--- src/rtl/imem_loader_pkg.sv ---
// Shared types and constants for the boot-time instruction memory loader.
package imem_loader_pkg;

  // Loader states, in stream order.
  typedef enum logic [2:0] {
    ST_IDLE,
    ST_LEN_LO,
    ST_LEN_HI,
    ST_DATA,
    ST_CHECK,
    ST_DONE,
    ST_ERR
  } state_t;

  // Bytes per 32-bit instruction word.
  localparam int LANES = 4;
  localparam int LANE_W = $clog2(LANES);

  // Length header: LEN_LO then LEN_HI.
  localparam int HDR_BYTES = 2;

  // Total stream length in bytes for a load of n_words words (header, data, checksum).
  function automatic int stream_bytes(input int n_words);
    return HDR_BYTES + LANES * n_words + 1;
  endfunction

endpackage

--- src/rtl/imem_loader_if.sv ---
// Host byte stream, memory write port and core-control signals of the loader.
// The master side is the host/memory environment; the slave side is the loader.
interface imem_loader_if #(
  parameter int ADDR_W = 8
);
  logic              start;
  logic              in_valid;
  logic [7:0]        in_data;
  logic              in_ready;
  logic              mem_we;
  logic [ADDR_W-1:0] mem_addr;
  logic [31:0]       mem_wdata;
  logic              cpu_hold;
  logic              done;
  logic              error;
  logic [15:0]       words_written;

  modport master (
    output start, in_valid, in_data,
    input  in_ready, mem_we, mem_addr, mem_wdata, cpu_hold, done, error, words_written
  );

  modport slave (
    input  start, in_valid, in_data,
    output in_ready, mem_we, mem_addr, mem_wdata, cpu_hold, done, error, words_written
  );
endinterface

--- src/rtl/imem_byte_packer.sv ---
// Packs a byte stream little-endian into 32-bit words: byte lane k lands in
// bits [8k+7:8k]. word_valid pulses combinationally with the lane-3 byte, and
// word then carries the complete assembled word.
module imem_byte_packer
  import imem_loader_pkg::*;
(
  input  logic        clk,
  input  logic        rst,
  input  logic        clear,
  input  logic        byte_valid,
  input  logic [7:0]  byte_data,
  output logic        word_valid,
  output logic [31:0] word
);

  logic [LANE_W-1:0]          lane;
  logic [8*(LANES-1)-1:0]     low_bytes;

  assign word_valid = byte_valid && (lane == LANE_W'(LANES - 1));
  assign word       = {byte_data, low_bytes};

  // Lane counter and storage for the lower three bytes of the word in progress.
  // NOTE: sequential state uses non-blocking assignments so every register
  // samples pre-edge values, independent of statement order.
  always_ff @(posedge clk) begin
    if (rst || clear) begin
      lane      <= '0;
      low_bytes <= '0;
    end else if (byte_valid) begin
      lane <= lane + 1'b1;
      if (!word_valid) begin
        low_bytes[8*lane +: 8] <= byte_data;
      end
    end
  end

endmodule

--- src/rtl/imem_loader.sv ---
// Boot loader: parses a length header, streams words into the instruction
// memory at consecutive word-aligned addresses, checks an XOR checksum over
// header and data, and releases the core only after a clean load.
module imem_loader
  import imem_loader_pkg::*;
#(
  parameter int DEPTH_WORDS = 48,
  parameter int ADDR_W      = 8
) (
  input logic          clk,
  input logic          rst,
  imem_loader_if.slave bus
);

  // The length limit is what keeps mem_addr from wrapping.
  if (LANES * DEPTH_WORDS > (1 << ADDR_W)) begin : g_addr_range_check
    $error("imem_loader: DEPTH_WORDS does not fit in the ADDR_W byte address space");
  end

  state_t            state, state_next;
  logic [7:0]        len_lo;
  logic [15:0]       len;
  logic [7:0]        chk;
  logic [15:0]       words_written;
  logic              mem_we;
  logic [ADDR_W-1:0] mem_addr;
  logic [31:0]       mem_wdata;
  logic              in_ready, cpu_hold, done, error;

  logic              byte_fire;
  logic              start_ok;
  logic [15:0]       len_full;
  logic              last_word;
  logic              word_valid;
  logic [31:0]       word;

  assign byte_fire = bus.in_valid && in_ready;
  assign start_ok  = bus.start && (state inside {ST_IDLE, ST_DONE, ST_ERR});
  assign len_full  = {bus.in_data, len_lo};
  assign last_word = (words_written + 16'd1) == len;

  imem_byte_packer u_packer (
    .clk        (clk),
    .rst        (rst),
    .clear      (start_ok),
    .byte_valid (byte_fire && (state == ST_DATA)),
    .byte_data  (bus.in_data),
    .word_valid (word_valid),
    .word       (word)
  );

  // State register.
  always_ff @(posedge clk) begin
    if (rst) state <= ST_IDLE;
    else     state <= state_next;
  end

  // Next-state decode and state-derived outputs.
  // NOTE: every output of this block gets a default first, so no path leaves
  // a signal unassigned and no latch is inferred.
  always_comb begin
    state_next = state;
    in_ready   = 1'b0;
    cpu_hold   = 1'b1;
    done       = 1'b0;
    error      = 1'b0;
    unique case (state)
      ST_IDLE: begin
        if (start_ok) state_next = ST_LEN_LO;
      end
      ST_LEN_LO: begin
        in_ready = 1'b1;
        if (byte_fire) state_next = ST_LEN_HI;
      end
      ST_LEN_HI: begin
        in_ready = 1'b1;
        if (byte_fire) begin
          if (len_full > 16'(DEPTH_WORDS)) state_next = ST_ERR;
          else if (len_full == 16'd0)      state_next = ST_CHECK;
          else                             state_next = ST_DATA;
        end
      end
      ST_DATA: begin
        in_ready = 1'b1;
        if (word_valid && last_word) state_next = ST_CHECK;
      end
      ST_CHECK: begin
        in_ready = 1'b1;
        if (byte_fire) state_next = (bus.in_data == chk) ? ST_DONE : ST_ERR;
      end
      ST_DONE: begin
        cpu_hold = 1'b0;
        done     = 1'b1;
        if (start_ok) state_next = ST_LEN_LO;
      end
      ST_ERR: begin
        error = 1'b1;
        if (start_ok) state_next = ST_LEN_LO;
      end
      default: state_next = ST_IDLE;
    endcase
  end

  // Length capture, running checksum, word counter and the registered write port.
  always_ff @(posedge clk) begin
    if (rst) begin
      len_lo        <= '0;
      len           <= '0;
      chk           <= '0;
      words_written <= '0;
      mem_we        <= 1'b0;
      mem_addr      <= '0;
      mem_wdata     <= '0;
    end else begin
      mem_we <= 1'b0;
      if (start_ok) begin
        chk           <= '0;
        words_written <= '0;
      end else if (byte_fire && (state != ST_CHECK)) begin
        chk <= chk ^ bus.in_data;
      end
      if (byte_fire && (state == ST_LEN_LO)) len_lo <= bus.in_data;
      if (byte_fire && (state == ST_LEN_HI)) len    <= len_full;
      if (word_valid) begin
        mem_we        <= 1'b1;
        mem_addr      <= ADDR_W'({words_written, 2'b00});
        mem_wdata     <= word;
        words_written <= words_written + 16'd1;
      end
    end
  end

  assign bus.in_ready      = in_ready;
  assign bus.mem_we        = mem_we;
  assign bus.mem_addr      = mem_addr;
  assign bus.mem_wdata     = mem_wdata;
  assign bus.cpu_hold      = cpu_hold;
  assign bus.done          = done;
  assign bus.error         = error;
  assign bus.words_written = words_written;

endmodule

--- src/flat_wrapper.sv ---
// flat-port wrapper written by rule: the top's interface ports become plain ports
module imem_loader_flat import imem_loader_pkg::*;
#(
  parameter int DEPTH_WORDS = 48,
  parameter int ADDR_W      = 8
)
  (clk, rst, bus_start, bus_in_valid, bus_in_data, bus_in_ready, bus_mem_we, bus_mem_addr, bus_mem_wdata, bus_cpu_hold, bus_done, bus_error, bus_words_written);
  imem_loader_if #(.ADDR_W(ADDR_W)) bus_i ();
  input logic clk;
  input logic rst;
  input wire logic [$bits(bus_i.start)-1:0] bus_start;
  input wire logic [$bits(bus_i.in_valid)-1:0] bus_in_valid;
  input wire logic [$bits(bus_i.in_data)-1:0] bus_in_data;
  output wire logic [$bits(bus_i.in_ready)-1:0] bus_in_ready;
  output wire logic [$bits(bus_i.mem_we)-1:0] bus_mem_we;
  output wire logic [$bits(bus_i.mem_addr)-1:0] bus_mem_addr;
  output wire logic [$bits(bus_i.mem_wdata)-1:0] bus_mem_wdata;
  output wire logic [$bits(bus_i.cpu_hold)-1:0] bus_cpu_hold;
  output wire logic [$bits(bus_i.done)-1:0] bus_done;
  output wire logic [$bits(bus_i.error)-1:0] bus_error;
  output wire logic [$bits(bus_i.words_written)-1:0] bus_words_written;
  assign bus_i.start = bus_start;
  assign bus_i.in_valid = bus_in_valid;
  assign bus_i.in_data = bus_in_data;
  assign bus_in_ready = bus_i.in_ready;
  assign bus_mem_we = bus_i.mem_we;
  assign bus_mem_addr = bus_i.mem_addr;
  assign bus_mem_wdata = bus_i.mem_wdata;
  assign bus_cpu_hold = bus_i.cpu_hold;
  assign bus_done = bus_i.done;
  assign bus_error = bus_i.error;
  assign bus_words_written = bus_i.words_written;
  imem_loader #(.DEPTH_WORDS(DEPTH_WORDS), .ADDR_W(ADDR_W)) u_core (.clk(clk), .rst(rst), .bus(bus_i));
endmodule
--- config.mk ---
export PLATFORM = sky130hd
export DESIGN_NAME = imem_loader_flat
export DESIGN_NICKNAME = d
export VERILOG_FILES = /design/src/rtl/imem_loader_pkg.sv /design/src/rtl/imem_loader_if.sv /design/src/rtl/imem_byte_packer.sv /design/src/rtl/imem_loader.sv /design/src/flat_wrapper.sv
export SDC_FILE = /design/constraint.sdc
export NUM_CORES = 1
export LEC_CHECK = 0
export CORE_UTILIZATION = 35
export DETAILED_ROUTE_END_ITERATION = 16
export PLACE_DENSITY_LB_ADDON = 0.12
export SLEW_MARGIN = 20
export SYNTH_ARGS = -nofsm -noshare
export SYNTH_HDL_FRONTEND = slang
export SYNTH_SLANG_ARGS = --single-unit
--- constraint.sdc ---
create_clock -name clk -period 2.4 [get_ports clk]
set_input_delay 0.72 -clock clk [delete_from_list [all_inputs] [get_ports clk]]
set_output_delay 0.72 -clock clk [all_outputs]
set_load 0.005 [all_outputs]
# Yosys cells after proc, flatten, opt, wreduce, memory -nomap -nowiden
# Cells that the tools add are included.
word_totals:
  wordCells: 68
  out_inout_bits: 61
  regBits: 116
classes:
  n_reduce_logical: 18
  n_eq_ne: 15
  bitwise: 2
  magnitude_cmp: 1
  n_mux: 17
  n_addsub: 3
  n_shift: 2
ops:
  columns: ["operator", "n"]
  rows:
  - ["$neg A5 Y34", 1]
  - ["$shift A8 B34 Y24 const A", 1]
  - ["$shiftx A8 B34 Y24", 1]
  - ["$mux W16", 2]
  - ["$bwmux W24", 1]
  - ["$mux W3", 7]
  - ["$add A16 B1 Y16 const B", 1]
  - ["$eq A16 B16 Y1", 1]
  - ["$gt A16 B6 Y1 const B", 1]
  - ["$logic_not A16 Y1", 1]
  - ["$pmux W3 S5", 1]
  - ["$eq A3 B3 Y1 const B", 3]
  - ["$eq A8 B8 Y1", 1]
  - ["$logic_and A1 B1 Y1", 8]
  - ["$ne A2 B1 Y1 const B", 4]
  - ["$xor A8 B8 Y8", 1]
  - ["$eq A3 B2 Y1 const B", 2]
  - ["$mux W1", 5]
  - ["$reduce_and A5 Y1", 1]
  - ["$reduce_or A4 Y1", 1]
  - ["$eq A3 B1 Y1 const B", 1]
  - ["$logic_not A3 Y1", 1]
  - ["$ne A3 B3 Y1 const B", 1]
  - ["$reduce_bool A3 Y1", 1]
  - ["10 further kinds", 10]

# Depth between registers and ports, before layout
depth:
  word_depth: 9
  depth_mapped: 9

# Hierarchy
# A second synthesis with hierarchy kept.
unflattened:
  hier_cells: 587
  area_unflattened_um2: 5337.6
by_module_without_submodules:
  columns: ["module", "area_each_um2", "instances", "cells_per_inst", "seq_area_each_um2"]
  rows:
  - ["imem_loader", 4284.1, 1, 486, 1801.7]
  - ["imem_byte_packer", 1053.5, 1, 101, 520.5]

# Least setup slack after synthesis
# No wires, ideal clock.
synth_path:
  path_kind: "register to register"
  startpoint: "register u_core.words_written[0], in the netlist u_core.bus.words_written[0]"
  endpoint: "register u_core.state[2]"
  required_ns: 2.330
  stages_incl_launch_ff: 8
  arrival_time_ns: 2.241
  path_buffers: 0
  setup_slack_ns: 0.089
  setup_time_ns: 0.070
  cell_sequence: "dfxtp_1 ha_1 nand3_1 or3_1 o31ai_1 nand3_1 or4_1 a21oi_1"
synth_between:
  elab_chain_cells: 5
synth_rtl:
  columns: ["item", "line", "rtl"]
  rows:
  - ["start: declaration", "imem_loader.sv:24", "logic [15:0] words_written;"]
  - ["start signal: assignment", "imem_loader.sv:128", "words_written <= words_written + 16'd1;"]
  - ["$add A16 B1 Y16", "imem_loader.sv:40", "assign last_word = (words_written + 16'd1) == len;"]
  - ["$eq A16 B16 Y1", "imem_loader.sv:40", null]
  - ["$logic_and A1 B1 Y1", "imem_loader.sv:85", "if (word_valid && last_word) state_next = ST_CHECK;"]
  - ["$ne A2 B2 Y1 (no line)", null, null]
  - ["$reduce_and A5 Y1 (no line)", null, null]
  - ["end signal: assignment", "imem_loader.sv:55", "else state <= state_next;"]
  - ["end: declaration", "imem_loader.sv:20", "state_t state, state_next;"]
# No other way between the ends.
# A chain may end at the register's enable or synchronous reset.

# Final worst setup path
layout_path:
  startpoint: "register u_core.state[1]"
  endpoint: "output port bus_error"
layout_between:
  elab_chain_cells: 2
layout_rtl:
  columns: ["item", "line", "rtl"]
  rows:
  - ["$eq A3 B3 Y1", "imem_loader.sv:67", "unique case (state)"]
  - ["$mux W1", "imem_loader.sv:67", null]
  - ["end: declaration", "flat_wrapper.sv:20", "output wire logic [$bits(bus_i.error)-1:0] bus_error;"]
# No other way between the ends.

==> results.py <==
metrics = {
    "routing": {
        "route.detailed.drc": 0,
        "wl_per_cell_um": 14.7,
        "drtAntennaViolNets": 0,
        "vias_per_cell": 4.95,
        "drtPass1Iterations": 4,
        "dr_total_vias": 4780,
        "wl_mm": 14.2,
        "drt_iter0_drc": 276,
    },
    "synth": {
        "synth.most_common_cell": "nand2_1",
        "avgSynthCellArea_um2": 7.69,
        "async_reset_ff_share_pct": 0,
        "yosys.area.top_type_share_pct": 44.9,
        "synth-main-ff-cell": "dfxtp_1",
        "synthTopCellsByCount": "169 x nand2_1, 116 x dfxtp_1, 111 x a21oi_1",
        "yosysTopAreaCell": "dfxtp_1",
        "synth-edff-count": 0,
        "ys_seq_area_share_pct": 44.9,
        "yosysUniqueCellTypes": 47,
        "yosys_warnings": 0,
        "netlist_area_um2": 5170,
        "synth_area_leaders": "dfxtp_1 45%, nand2_1 12%, a21oi_1 11%",
        "synth-seq-cells": 116,
        "synthCells": 673,
    },
    "global_route": {
        "grt_pass1_wl_mm": 23.1,
        "grt_use_total_pct": 20.1,
        "grt_pass1_vias": 4589,
        "overflow": 0,
        "antenna_found_initial": 0,
        "grt_max_degree": 52,
    },
    "floorplan": {
        "initial_core_util_pct": 35.7,
        "die-area_um2": 15300,
        "dieHeight_um": 124,
        "io_pins": 73,
        "coreArea_um2": 14500,
        "core.rowCount": 44,
        "die_x_um": 124,
    },
    "timing": {
        "min_period_over_period_pct": 98.2,
        "rsz0062_at_grt": "yes",
        "fin_crit_ns": 2.36,
        "finalMaxSlewViolations": 0,
        "finalSetupTns_ns": 0,
        "finClkSkew_ns": 0.00750,
        "relSlewSlack_pct": 61.6,
        "hold_viol": 0,
        "max_slew.worst_pin.slew_ns": 0.576,
        "setup_viol": 0,
        "clock.fmax_ghz": 0.424,
    },
    "hold_path": {
        "hp-class": "reg -> reg",
    },
    "placement": {
        "routabilityCongestion": 0.854,
        "dpl.hpwl_mm": 9.90,
        "portBuffers": 70,
        "dpl_cell_area_um2": 6340,
    },
    "pwr": {
        "p_leak_nw": 2.55,
        "p_per_area_nw_per_um2": 804,
        "ir_worst_vdd_mv": 0.513,
        "p_total_mw": 5.63,
    },
    "cts": {
        "cts.path.max_buffers": 2,
        "clk_latency_ns": 0.42,
        "cts_num_sinks": 116,
        "clkTransAtPathRegs_ns": 0.06,
        "cts_made_buffers": 17,
        "cts_tree": "done",
        "h-tree-depth": 4,
        "cts_root_buf": "clkbuf_16",
        "ctsHoldBuffers": 0,
    },
    "final_layout": {
        "multi_input_area_um2": 2670,
        "drive_gt1_share_pct": 13.6,
        "design_area_um2": 7000,
        "nNetsFinal": 787,
        "fillers": 1423,
        "antenna_cells": 0,
        "regArea_um2": 2330,
        "areaGrowthSynthToFinish_pct": 35.4,
    },
    "setup_path": {
        "cp-start-kind": "flop",
        "crit_type": "reg -> out",
        "cp.required_ns": 1.68,
        "arrival_ns": 1.64,
        "crit_path_end_kind": "primary output",
        "path_max_fanout": 4,
    },
    "status": {
        "status": "finished clean",
    },
    "run": {
        "max_cap_viol_count": 0,
    },
}
worst paths after layout:
kind | from | to | slack (ns) | depth (start not counted)
setup reg to reg | u_core.bus.words_written[1] | u_core.state[2] | 0.15 | 7
hold / removal | u_core.bus.mem_wdata[13] | u_core.bus.mem_wdata[13] | 0.45 | 2
hold reg to reg | u_core.bus.mem_wdata[13] | u_core.bus.mem_wdata[13] | 0.45 | 2
setup / recovery | u_core.state[1] | bus_error | 0.04 | 3
cells in the final DEF (no fill, tap or decap), types with 4 or more instances in the layout:
master,synthesis,layout
mux2i_1,6,6
xnor2_1,11,11
clkdlybuf4s50_1,0,68
nand4_1,4,4
inv_1,6,6
nand3_1,34,32
a21oi_1,111,111
nand2_1,169,169
and2_1,6,6
o21ai_0,14,14
ha_1,6,5
dfxtp_1,116,112
buf_4,2,54
a21o_1,4,4
nand3b_1,8,8
clkbuf_16,0,17
xor2_1,26,26
nand2b_1,4,4
nor3_1,8,8
nor4_1,5,5
nor2_1,44,42
nor3b_1,5,5
repair_timing:
action                                  in CTS  in global routing
gates resized for setup                     10                  5
buffers inserted                             1                  1
pin swaps                                    0                  2
endpoints found under the setup margin       7                  5
sequential cells by signal, indices dropped and copies added, names as in the netlist:
signal,flops
u_core.bus.mem_wdata,32
u_core.u_packer.low_bytes,24
u_core.bus.words_written,16
u_core.len,16
u_core.chk,8
u_core.len_lo,8
u_core.bus.mem_addr,6
u_core.state,3
u_core.u_packer.lane,2
u_core.bus.mem_we,1
worst max-delay path, stage by stage, from the launching register on:
cell and delay, ns:
dfxtp_1 0.38, nor2b_4 0.19, and2_1 0.14, clkdlybuf4s50_1 0.50
kinds of logic after synthesis:
group                      count (synthesis)  synth area share (%)
and+or+nand+nor                          306                  26.7
AOI/OAI and AO/OA                        144                  14.9
DFF                                      116                  44.9
buffers and inverters                     56                  4.38
xor gates and xnor gates                  37                  6.27
muxes                                      7                  1.38
adders and majority gates                  6                  1.45
other                                      1                0.0725
metal layers:
| layer | GRT usage [%] | part of all wire, % | vias up |
|---|---|---|---|
| li1 | - | - | 2456 |
| met1 | 25.3 | 48 | 2224 |
| met2 | 32.5 | 48 | 87 |
| met3 | 5.72 | 3.7 | 13 |
| met4 | 7.53 | 1.2 | 0 |
| met5 | 0 | 0 | - |
final cells by class:
type                            instances  area share [%]
Clock inverter                         11            2.13
Multi-Input combinational cell        502            38.1
Inverter                                6           0.322
Timing Repair Buffer                  126            16.3
Tap cell                              184            3.29
Sequential cell                       116            33.3
Clock buffer                           21            6.57
through the flow:
step	instances	worst slack [ns]	utilization [%]	hold WS, ns
after floorplan	674	0.0888	-	0.432
after global placement	932	-0.0585	43.8	0.445
after detailed placement	932	-0.195	43.8	0.448
after CTS	965	0.00811	48.2	0.457
after global routing	966	-0.0325	48.4	0.467
final	966	0.0434	48.4	0.454
power by group:
group          switching, mW  total [mW]  leakage [nW]  internal (mW)
Combinational          0.522       0.930          1.31          0.407
Sequential            0.0782        2.09         0.938           2.01
Clock                  0.919        2.61         0.302           1.69
Note: power is estimated with default switching activity, not from simulation.
